$ cat src/rtl/sonar_ping_tx.sv
// Sonar transmit burst generator: complementary H-bridge drive, ring-down blanking, ping sync/done pulses.
// Optional free-running auto-ping timer is enabled with `define SONAR_AUTO_PING_EN.
`timescale 1ns/1ps

module sonar_ping_tx #(
  parameter int unsigned HALF_DIV     = 200,
  parameter int unsigned DEAD_TIME    = 4,
  parameter int unsigned BLANK_CYCLES = 3200,
  parameter int unsigned PING_PERIOD  = 800000
) (
  input  logic       clk,
  input  logic       nRST,
  input  logic       trigger,
  input  logic       abort,
  input  logic [7:0] burstLen,
  output logic       txP,
  output logic       txN,
  output logic       blank,
  output logic       busy,
  output logic       pingSync,
  output logic       done
);

  // Illegal parameter sets stop elaboration rather than producing overlapping bridge legs or wrapping counters.
  generate
    if (DEAD_TIME >= HALF_DIV || HALF_DIV > 65536 || BLANK_CYCLES > 65535 ||
        PING_PERIOD == 0 || PING_PERIOD > 1048576) begin : g_bad_params
      $error("sonar_ping_tx: illegal parameter combination");
    end
  endgenerate

  localparam logic [15:0] HALF_LAST  = 16'(HALF_DIV - 1);
  localparam logic [15:0] DEAD_CMP   = 16'(DEAD_TIME);
  localparam logic [15:0] BLANK_LAST = 16'(BLANK_CYCLES - 1);

  typedef enum logic [1:0] {S_IDLE, S_DRIVE, S_BLANK, S_DONE} state_t;

  state_t      state;
  logic [15:0] phase_cnt;
  logic [8:0]  half_cnt;
  logic [7:0]  len;

  logic        auto_req;
  logic        start_req;
  logic [7:0]  start_len;
  logic        phase_wrap;
  logic [15:0] phase_next;
  logic [8:0]  half_next;
  logic        drive_end;
  logic        next_on;

`ifdef SONAR_AUTO_PING_EN
  localparam logic [19:0] PING_LAST = 20'(PING_PERIOD - 1);
  logic [19:0] ping_timer;

  // Free-running period timer; deliberately untouched by abort.
  always_ff @(posedge clk or negedge nRST) begin
    if (!nRST) begin
      ping_timer <= '0;
    end else if (ping_timer == PING_LAST) begin
      ping_timer <= '0;
    end else begin
      ping_timer <= ping_timer + 20'd1;
    end
  end

  assign auto_req = (ping_timer == PING_LAST);
`else
  assign auto_req = 1'b0;
`endif

  // Outputs are registered from the next counter values so they line up with the state they describe.
  always_comb begin
    start_req  = trigger | auto_req;
    start_len  = (burstLen == 8'd0) ? 8'd1 : burstLen;
    phase_wrap = (phase_cnt == HALF_LAST);
    phase_next = phase_wrap ? 16'd0 : phase_cnt + 16'd1;
    half_next  = phase_wrap ? half_cnt + 9'd1 : half_cnt;
    drive_end  = phase_wrap && (half_cnt == {len - 8'd1, 1'b1});
    next_on    = (phase_next >= DEAD_CMP);
  end

  always_ff @(posedge clk or negedge nRST) begin
    if (!nRST) begin
      state     <= S_IDLE;
      phase_cnt <= '0;
      half_cnt  <= '0;
      len       <= '0;
      txP       <= 1'b0;
      txN       <= 1'b0;
      blank     <= 1'b0;
      busy      <= 1'b0;
      pingSync  <= 1'b0;
      done      <= 1'b0;
    end else begin
      pingSync <= 1'b0;
      done     <= 1'b0;
      case (state)
        S_IDLE: begin
          if (start_req && !abort) begin
            state     <= S_DRIVE;
            len       <= start_len;
            phase_cnt <= '0;
            half_cnt  <= '0;
            busy      <= 1'b1;
            blank     <= 1'b1;
            pingSync  <= 1'b1;
            txP       <= (DEAD_TIME == 0);
            txN       <= 1'b0;
          end
        end
        S_DRIVE: begin
          if (abort) begin
            state <= S_IDLE;
            txP   <= 1'b0;
            txN   <= 1'b0;
            blank <= 1'b0;
            busy  <= 1'b0;
          end else if (drive_end) begin
            txP       <= 1'b0;
            txN       <= 1'b0;
            phase_cnt <= '0;
            if (BLANK_CYCLES == 0) begin
              state <= S_DONE;
              done  <= 1'b1;
              busy  <= 1'b0;
              blank <= 1'b0;
            end else begin
              state <= S_BLANK;
            end
          end else begin
            phase_cnt <= phase_next;
            half_cnt  <= half_next;
            txP       <= next_on & ~half_next[0];
            txN       <= next_on & half_next[0];
          end
        end
        S_BLANK: begin
          if (abort) begin
            state <= S_IDLE;
            blank <= 1'b0;
            busy  <= 1'b0;
          end else if (phase_cnt == BLANK_LAST) begin
            state     <= S_DONE;
            phase_cnt <= '0;
            done      <= 1'b1;
            busy      <= 1'b0;
            blank     <= 1'b0;
          end else begin
            phase_cnt <= phase_cnt + 16'd1;
          end
        end
        S_DONE: begin
          state <= S_IDLE;
        end
        default: begin
          state <= S_IDLE;
        end
      endcase
    end
  end

endmodule

$ cat config.mk
export PLATFORM = sky130hd
export DESIGN_NAME = sonar_ping_tx
export DESIGN_NICKNAME = d
export VERILOG_FILES = /design/src/rtl/sonar_ping_tx.sv
export SDC_FILE = /design/constraint.sdc
export NUM_CORES = 1
export LEC_CHECK = 0
export CAP_MARGIN = 20
export CORE_ASPECT_RATIO = 1.25
export CORE_MARGIN = 3
export CORE_UTILIZATION = 40
export DETAILED_ROUTE_END_ITERATION = 10
export GPL_ROUTABILITY_DRIVEN = 0
export GPL_TIMING_DRIVEN = 0
export HOLD_SLACK_MARGIN = 0.12
export SYNTH_ARGS = -nofsm -noshare
export SYNTH_HDL_FRONTEND = slang
export SYNTH_SLANG_ARGS = --single-unit
export TNS_END_PERCENT = 100
$ cat constraint.sdc
create_clock -name clk -period 3.1 [get_ports clk]
set_input_delay 0.62 -clock clk [delete_from_list [all_inputs] [get_ports clk]]
set_output_delay 0.62 -clock clk [all_outputs]
set_load 0.005 [all_outputs]
# Word-level counts from Yosys, hierarchy flattened
# Cells that the tools add are included.
dict set report totals {
  word_cells 81
  output_inout_bits 6
  input_bits 12
  regBits 40
}
dict set report op_classes {
  n_eq_ne 14
  n_reduce_logical 14
  addsub 3
  bitwise 3
  mux 36
  order_cmp 1
}
# op n
set op_table {}
lappend op_table {{2-to-1 mux 16 bit} 6}
lappend op_table {{case mux 16 bit (3 select lines)} 1}
lappend op_table {{2-to-1 mux 9 bit} 4}
lappend op_table {{case mux 9 bit (2 select lines)} 1}
lappend op_table {{adder 16 x 1 -> 16 bit, second input constant} 1}
lappend op_table {{equality test 16 x 12 -> 1 bit, second input constant} 1}
lappend op_table {{equality test 16 x 8 -> 1 bit, second input constant} 1}
lappend op_table {{greater-or-equal comparator 16 x 3 -> 1 bit, second input constant} 1}
lappend op_table {{2-to-1 mux 1 bit} 14}
lappend op_table {{inequality test 2 bit, second input constant} 6}
lappend op_table {{AND reduction 4 bit} 3}
lappend op_table {{2-to-1 mux 2 bit} 5}
lappend op_table {{adder 9 x 1 -> 9 bit, second input constant} 1}
lappend op_table {{equality test 9 bit} 1}
lappend op_table {{zero test 8 bit} 1}
lappend op_table {{2-to-1 mux 8 bit} 1}
lappend op_table {{case mux 2 bit (4 select lines)} 1}
lappend op_table {{subtractor 8 x 1 -> 8 bit, second input constant} 1}
lappend op_table {{inequality test 3 bit, second input constant} 2}
lappend op_table {{AND reduction 5 bit} 1}
lappend op_table {{equality test 2 bit, second input constant} 2}
lappend op_table {{case mux 1 bit (2 select lines)} 2}
lappend op_table {{AND reduction 2 bit} 2}
lappend op_table {{case mux 1 bit (3 select lines)} 1}
lappend op_table {{9 further kinds} 11}

# Logic depth before layout (Yosys ltp)
# Gate-level depths: netlist of run 1.
dict set report logic_depth {
  word_depth 7
  depth_mapped 11
  depth_no_buf 9
}

# Worst setup path before layout of run 1
# OpenSTA, ideal clock, no wires.
dict set report synth_timing {
  path_kind {register to register}
  startpoint {register len[2]}
  endpoint {register half_cnt[2]}
  period_less_slack_ns 2.456
  t_required_ns 2.969
  arrival_time_ns 2.324
  path_slack_ns 0.644
  path_stages_with_launch 8
  setup_ns 0.131
  n_path_buf 0
  cell_sequence {dfrtp_1 or4_1 nor3b_1 o21bai_1 a2111oi_4 a21oi_2 and4_1 or3_1}
}
dict set report synth_via {
  elab_chain_len 5
}
# element line_no
set synth_rtl {}
lappend synth_rtl {{start, declared} 41} ;# logic [7:0] len;
lappend synth_rtl {{start signal, assigned} 102} ;# len <= start_len;
lappend synth_rtl {{subtractor 8 x 1 -> 8 bit} 79} ;# drive_end = phase_wrap && (half_cnt == {len - 8'd1, 1'b1});
lappend synth_rtl {{equality test 9 bit} 79}
lappend synth_rtl {{logical AND 1 bit} 79}
lappend synth_rtl {{inequality test 2 bit (no line)} --}
lappend synth_rtl {{AND reduction 5 bit (no line)} --}
lappend synth_rtl {{end signal, assigned} 133} ;# half_cnt <= half_next;
lappend synth_rtl {{end, declared} 40} ;# logic [8:0] half_cnt;
# Every way passes these cells.
# A chain may end at the register's enable or synchronous reset.

# Worst setup path in the final report of run 1
# Ends and elaborated chain as after synthesis.

==> run summary, run 1 <==
Status -> completed
Xor/xnor share of the synthesized area -> 0.0496
Setup TNS -> 0 ns
Async S/R FF share, synth -> 1.00
Layout filler cell count -> 651
Inserted Diodes -> 0
Via/cell ratio -> 5.65
Die X -> 78.8 um
NetSw -> 0.813 mW
Clk_lat worst skew -> 0.30 ns
First-pass GRT wire length -> 11600 um
Ys flop type -> dfrtp_1
Root Buffer -> clkbuf_8
CP arrival -> 2.91 ns
Pwr Density -> 663 mW/mm^2
DIE HEIGHT -> 97 um
Synth Cell Area -> 0.00265 mm^2
Post-synthesis simple-gate area fraction -> 0.269
Syn nets -> 335
Slew Viols, Final -> 0
Number of synthesized flops with an enable pin -> 0
I/O Buffers -> 17
Worst r2r src -> len[2]
Type of the tightest min-delay check -> flop to flop
Clk sinks -> 40
Worst VDD drop -> 0.235 mV
Worst Skew -> 0.00721 ns
Critical Path Start -> len[2]
Clock share of power -> 0.210
Crit start category -> flop
Critical Path End Type -> flop
Worst-margin pin slew -> 0.674 ns
Util after Layout -> 0.489
Critical path's slowest cell -> or4_1
Largest net degree at the start of global routing -> 39
H-tree Lvls -> 2
Mapped Cells -> 316
Rows -> 32
Final setup violation count -> 0
RSZ-0062 raised after global routing -> no
Final setup margin -> 0.369 ns
Core outline area -> 0.00629 mm^2
Post-Synth Adder-Cell Area -> 0.0331
CTS clk-pin slew, worst paths -> 0.08 ns
Clock Path Buffers -> 2
FF+latch area -> 0.00100 mm^2
P_int -> 1.22 mW
Post-CTS Resized -> 0
Vias in the first global route -> 2455
Area of the multi-input gates -> 0.00154 mm^2
Crit path cell chain -> or4_1, nor3b_1, o21bai_1, a2111oi_4, a21oi_2, and4_1, or3_1
Maximum operating frequency -> 366 MHz
Die area -> 0.00764 mm^2
Total length of routed wires -> 6580 um
DRC -> 0
Cell variety after synth -> 55
Total grt overflow -> 0
CTS tree -> done
Worst slack, placed -> 0.213 ns
Post-DP HPWL -> 4810 um
Min-delay src -> txN
Seq cells post-synth -> 40
Area Overhead vs Synth -> 16.0%
CTS buffer count -> 5
Slowest stage delay, CP -> 0.54 ns
Flop pwr share -> 0.368
Vias -> 2430
Switch share -> 0.399
Drt initial violations -> 91
Sequential-to-total area share from yosys stat -> 0.378
Initial antenna violation count -> 0
CP Max Fanout -> 9
Multiplexer share of the synthesized area -> 0.00803
Layout cells sized above 1 -> 0.0580
Setup CP Type -> flop to flop
GR Util All Layers -> 0.186
IO Count -> 18
Period utilization -> 0.881
Most frequent cells in the layout -> nand2_1 (45), dfrtp_1 (40), nor2_1 (26)
Tmin final -> 2.73 ns
Comb power frac -> 0.422
Initial Utilization -> 0.422
Final Hold Viols -> 0
Max-cap violations -> 0
Routed WL per cell -> 15.3 um
Nets -> 363
Slew Limit Headroom -> 0.547
Post-route ant nets -> 0
Ys Warns -> 0
Synth Area per Inst -> 8.39 um^2
Post-synthesis compound-gate area fraction -> 0.221
Leakage -> 1.27 nW
Main combinational cell family by area after synthesis -> simple AND/OR/NAND/NOR gates
Commonest non-fill, non-tap cell in the layout -> nand2_1
CP required -> 3.28 ns
Drt first pass iters -> 4
==> path summary, 6_finish.rpt <==
path                            cells after the start             to  slack [ns]
min in group asynchronous                           2         len[5]        0.65
worst min-delay path                                2            txN        0.48
max in group asynchronous                           3  phase_cnt[12]        2.05
worst min register to register                      2            txN        0.48
worst max-delay path                                7    half_cnt[2]        0.37
worst max register to register                      7    half_cnt[2]        0.37
==> metrics by stage <==
stage                     hold WS [ns]  power, mW  cells  cell area [um^2]
after floorplan                  0.324       1.35    316              2650
after global placement           0.474       1.59    418              2930
after detailed placement         0.433       1.61    419              2940
after CTS                        0.491       2.05    428              3060
after global routing             0.513       2.20    430              3070
final                            0.484       2.04    430              3070
==> cells by family (layout without fill, tap and decap cells) <==
kind of cell / after synthesis / in the layout
simple gates: 143 / 143
compound gates: 82 / 82
flops: 40 / 40
buf+inv: 27 / 56
xor+xnor: 15 / 15
fa+ha+maj: 7 / 7
mux: 2 / 2
==> repair_timing <==
| item | in CTS | in global routing |
|---|---|---|
| buffers inserted | 0 | 2 |
| hold buffers | 1 | 0 |
| hold endpoints to repair | 2 | 0 |
| endpoints found under the setup margin | 0 | 8 |
==> power by group through the flow <==
stage	Sequential, mW	Combinational, mW	Clock (mW)
after floorplan	0.718	0.635	0
after global placement	0.759	0.833	0
after detailed placement	0.764	0.847	0
after CTS	0.753	0.854	0.442
after global routing	0.768	0.975	0.458
final	0.750	0.859	0.428
==> cell usage after synthesis (all sizes together), types with 4 or more instances <==
cell type,instances,area share
xnor2,8,0.026
buf,5,0.0099
clkbuf,13,0.018
and3,12,0.028
o21ai,26,0.049
nor3,7,0.013
a22o,4,0.013
nor4,5,0.012
or4,4,0.011
nand3,13,0.025
inv,8,0.011
and4,4,0.013
ha,7,0.033
dfrtp,40,0.38
nor2b,4,0.0094
or3,4,0.0094
xor2,7,0.023
nand2,45,0.064
o41ai,5,0.017
a21oi,10,0.020
nand2b,5,0.012
a221o,4,0.015
nand4,6,0.014
nor2,26,0.037
o31ai,6,0.017
a31oi,4,0.0094
==> per-layer routing <==
| metal | global-route usage | up-vias | share of wire |
|---|---|---|---|
| met5 | 0 | - | 0 |
| met3 | 0.0317 | 9 | 0.028 |
| met4 | 0.0592 | 0 | 0.013 |
| met1 | 0.217 | 1158 | 0.44 |
| met2 | 0.337 | 37 | 0.52 |
| li1 | - | 1226 | - |
==> worst max-delay path: cells and delay by family, from the launching register on <==
kind	cells	cell delay, ns
DFF	1	0.46
and+or+nand+nor	4	1.30
AOI/OAI and AO/OA	3	0.85
==> cell type report <==
type | instances | share of cell area
Clock buffer | 6 | 0.0236
Multi-Input combinational cell | 249 | 0.501
Inverter | 9 | 0.0110
Timing Repair Buffer | 21 | 0.0684
Tap cell | 85 | 0.0346
Clock inverter | 2 | 0.0114
Buffer | 18 | 0.0244
Sequential cell | 40 | 0.326
==> sequential cells by signal (all words and copies together) (netlist names) <==
register / flops
txN: 1
busy: 1
pingSync: 1
done: 1
txP: 1
len: 8
phase_cnt: 16
state: 2
half_cnt: 9
Power figures use the tool's default switching activity.
==> inputs of run 2 (changes only) <==
Settings changed: CORE_MARGIN 3 to not set.
==> run summary, run 2 (synthesis results as in run 1) <==
Status -> completed
CP arrival -> 2.91 ns
Critical Path Start -> phase_cnt[5]
Flop pwr share -> 0.382
Critical path's slowest cell -> nor3_1
Drt first pass iters -> 5
Vias -> 2426
Regs by FF count -> phase_cnt: 16 flops, half_cnt: 9 flops, len: 8 flops
Max-cap violations -> 0
Clk sinks -> 40
NetSw -> 0.806 mW
Slowest stage delay, CP -> 0.62 ns
Post-CTS Resized -> 0
Worst-margin pin slew -> 0.696 ns
Post-route ant nets -> 0
Type of the tightest min-delay check -> flop to flop
Maximum operating frequency -> 364 MHz
Worst Skew -> 0.00613 ns
DRC -> 0
Critical Path End Type -> flop
Clk_lat worst skew -> 0.29 ns
Switch share -> 0.413
CTS buffer count -> 5
Crit path cell chain -> clkbuf_1, nand2_1, nor3_1, nand4_1, xor2_1, o21ai_0, o311ai_0, o21ai_0
Internal reg-to-reg setup slack -> 0.35 ns
Slew Viols, Final -> 0
Drt initial violations -> 171
Max reg flops -> 16
Setup TNS -> 0 ns
Period utilization -> 0.886
CTS tree -> done
Most frequent cells in the layout -> nand2_1 (45), dfrtp_1 (40), nor2_1 (26)
Routed WL per cell -> 14.9 um
Core outline area -> 0.00629 mm^2
Min-delay src -> txP
I/O Buffers -> 17
Layout filler cell count -> 624
Total length of routed wires -> 6420 um
GR Util All Layers -> 0.203
CP required -> 3.26 ns
Rows -> 32
Vias in the first global route -> 2309
Die X -> 74.8 um
Initial Utilization -> 0.422
Tmin final -> 2.75 ns
Crit start category -> flop
Total grt overflow -> 0
CP Max Fanout -> 10
Layout cells sized above 1 -> 0.0609
Clock share of power -> 0.175
Comb power frac -> 0.443
Nets -> 363
Worst VDD drop -> 0.238 mV
Setup CP Type -> flop to flop
Slew Limit Headroom -> 0.532
Die area -> 0.00696 mm^2
Clock Path Buffers -> 2
Largest net degree at the start of global routing -> 39
First-pass GRT wire length -> 10800 um
DIE HEIGHT -> 93 um
CTS clk-pin slew, worst paths -> 0.08 ns
Post-DP HPWL -> 4730 um
Inserted Diodes -> 0
Cell mode on critical path -> o21ai_0
Fin area -> 0.00305 mm^2
Pwr Density -> 638 mW/mm^2
Root Buffer -> clkbuf_8
Area Overhead vs Synth -> 15.3%
Final Hold Viols -> 0
Leakage -> 1.27 nW
IO Count -> 18
Placed instance area -> 0.00294 mm^2
Initial antenna violation count -> 0
P_int -> 1.14 mW
Register with the most flip-flops -> phase_cnt
RSZ-0062 raised after global routing -> no
H-tree Lvls -> 2
Via/cell ratio -> 5.64
Final setup violation count -> 0
Commonest non-fill, non-tap cell in the layout -> nand2_1
Worst r2r src -> phase_cnt[5]
[run 2: changes by cell type in the layout (fill, tap and decap cells not counted)]
| cell | before | now |
|---|---|---|
| clkinv_2 | 1 | 2 |
| clkinv_4 | 0 | 1 |
| clkbuf_1 | 14 | 13 |
| bufinv_16 | 1 | 0 |
[run 2: area by class of cell]
type | instances | area, um^2 | area share
sequential | 40 | 1000 | 0.328
inverter | 9 | 33.8 | 0.0111
timing repair buffer | 21 | 210 | 0.0688
tap | 85 | 106 | 0.0348
clock buffer | 5 | 68.8 | 0.0225
clock inverter | 3 | 18.8 | 0.00615
multi-input combinational | 249 | 1540 | 0.504
buffer | 18 | 75.1 | 0.0246
[run 2: power by group through the flow]
| stage | clock [mW] | sequential, mW | combinational (mW) |
|---|---|---|---|
| finish | 0.341 | 0.744 | 0.863 |
| global route | 0.380 | 0.761 | 0.983 |
| CTS | 0.365 | 0.747 | 0.856 |
| detailed placement | 0 | 0.758 | 0.850 |
| global placement | 0 | 0.757 | 0.836 |
| floorplan | 0 | 0.718 | 0.635 |
[run 2: per-layer routing]
metal  share of wire  wire (um)  track usage
met1            0.44       2800        0.250
met2            0.51       3280        0.345
met3           0.028        180       0.0302
met4           0.025        161       0.0912
met5               0          0            0
[run 2: worst paths after layout]
check	cells after the start	to
max	8	txN
min	2	txP
max reg2reg	8	txN
min reg2reg	2	txP
max in group asynchronous	3	phase_cnt[11]
min in group asynchronous	2	len[4]
[run 2: critical path: cells and delay by family (launching register included)]
| kind | cells | cell delay, ns |
|---|---|---|
| xor gates and xnor gates | 1 | 0.25 |
| DFF | 1 | 0.32 |
| buffers and inverters | 1 | 0.30 |
| and+or+nand+nor | 3 | 1.00 |
| AOI/OAI and AO/OA | 3 | 0.73 |
[run 2: timing repair]
action | 4_1_cts | 5_1_grt
hold endpoints to repair | 2 | 0
endpoints found under the setup margin | 0 | 5
hold buffers | 1 | 0
setup buffers | 0 | 2
[run 2: stage by stage]
stage	std cells	total power [mW]	hold slack, ns	setup slack, ns	util
4_1_cts	428	1.97	0.494	0.197	0.483
2_1_floorplan	316	1.35	0.324	0.644	-
3_3_place_gp	418	1.59	0.473	0.200	0.466
3_5_place_dp	419	1.61	0.430	0.231	0.468
6_report	430	1.95	0.486	0.354	0.486
5_1_grt	430	2.12	0.506	0.130	0.486
==> inputs of run 3 (changes only) <==
Settings changed: ABC_CLOCK_PERIOD_IN_PS set to 3100, CORE_ASPECT_RATIO 1.25 to not set, SLEW_MARGIN set to 10.
==> run summary, run 3 (synthesis results as in run 1) <==
Status -> completed
Critical Path Start -> phase_cnt[0]
CP arrival -> 2.93 ns
Period utilization -> 0.896
Vias in the first global route -> 2332
Total grt overflow -> 0
Max-cap violations -> 0
Final Hold Viols -> 0
CP required -> 3.26 ns
Initial antenna violation count -> 0
Worst Skew -> 0.0108 ns
Clk sinks -> 40
DRC -> 0
FF-to-FF path depth -> 8
Maximum operating frequency -> 360 MHz
Crit start category -> flop
CTS buffer count -> 5
Vias -> 2410
Worst-margin pin slew -> 0.543 ns
Drt first pass iters -> 4
Hold-fix buffers at CTS -> 0
Post-DP HPWL -> 4760 um
Pwr Density -> 710 mW/mm^2
GR Util All Layers -> 0.196
Die X -> 83.4 um
Worst setup path end -> phase_cnt[15]
Post-route ant nets -> 0
Routed WL per cell -> 15.3 um
Drt initial violations -> 165
H-tree Lvls -> 2
Leakage -> 1.30 nW
RSZ-0062 raised after global routing -> no
CP Max Fanout -> 10
Total length of routed wires -> 6460 um
IO Count -> 18
Largest net degree at the start of global routing -> 22
Tmin final -> 2.78 ns
Final setup violation count -> 0
Internal reg-to-reg setup slack -> 0.32 ns
Initial Utilization -> 0.415
Total power -> 2.22 mW
Setup CP Type -> flop to flop
Die area -> 0.00695 mm^2
Critical Path End Type -> flop
Worst r2r src -> phase_cnt[0]
Layout cells sized above 1 -> 0.0667
Setup TNS -> 0 ns
Core outline area -> 0.00639 mm^2
Root Buffer -> clkbuf_8
CTS clk-pin slew, worst paths -> 0.09 ns
Commonest non-fill, non-tap cell in the layout -> nand2_1
Rows -> 29
Type of the tightest min-delay check -> input pin to async pin
Most frequent cells in the layout -> nand2_1 (45), dfrtp_1 (40), nor2_1 (26)
Regs by FF count -> phase_cnt: 16 flops, half_cnt: 9 flops, len: 8 flops
I/O Buffers -> 17
Area Overhead vs Synth -> 17.9%
DIE HEIGHT -> 83.4 um
Max reg flops -> 16
Clock Path Buffers -> 2
Slew Limit Headroom -> 0.638
R2r endpoint -> phase_cnt[15]
Inserted Diodes -> 0
Worst VDD drop -> 0.384 mV
First-pass GRT wire length -> 11200 um
Clk_lat worst skew -> 0.30 ns
Register with the most flip-flops -> phase_cnt
Slew Viols, Final -> 0
Via/cell ratio -> 5.71
Nets -> 363
CTS tree -> done
[run 3: layer usage]
layer	vias to the layer above	share of wire	track usage	routed length, um
met4	0	0.0076	0.0517	49
met3	4	0.026	0.0268	167
li1	1220	-	-	-
met5	-	0	0	0
met2	35	0.50	0.346	3220
met1	1151	0.47	0.250	3020
[run 3: repair_timing]
item	4_1_cts	5_1_grt
endpoints found under the setup margin	0	8
buffers inserted	0	3
gates resized for setup	0	1
[run 3: layout make-up]
class / count / area (um^2)
fillers: 614 / 3260
multi-input cells: 249 / 1550
flip-flops and latches: 40 / 1000
repair buffers: 21 / 215
well taps: 77 / 96.3
clock inverters: 3 / 90.1
plain buffers: 18 / 75.1
clock buffers: 5 / 68.8
inverters: 9 / 33.8
[run 3: critical path, stage by stage, from the launching register on]
cell	delay (ns)
dfrtp_1	0.41
ha_1	0.29
and4_1	0.32
nand3_1	0.18
o41a_1	0.45
o211ai_1	0.29
buf_4	0.17
clkbuf_1	0.34
o21ai_0	0.17
[run 3: through the flow]
step	instance area (um^2)	worst slack, ns	std cells	util	hold slack (ns)
final	3130	0.321	422	0.489	0.296
after global routing	3130	0.0910	422	0.489	0.322
after CTS	3100	0.199	419	0.485	0.309
after detailed placement	2940	0.226	411	0.460	0.485
after global placement	2920	0.255	410	0.457	0.475
after floorplan	2650	0.644	316	-	0.324
[run 3: how the worst min path moves through the flow]
stage	start	to	slack (ns)	cells past startpoint
floorplan	nRST	busy	0.32	0
global placement	txP	txP	0.48	2
detailed placement	txP	txP	0.49	2
CTS	nRST	len[1]	0.31	1
global route	nRST	len[1]	0.32	1
finish	nRST	len[1]	0.30	1
[run 3: where the power goes]
group,internal [mW],switching [mW]
sequential,0.624,0.123
clock,0.403,0.201
combinational,0.366,0.501
total,1.39,0.825
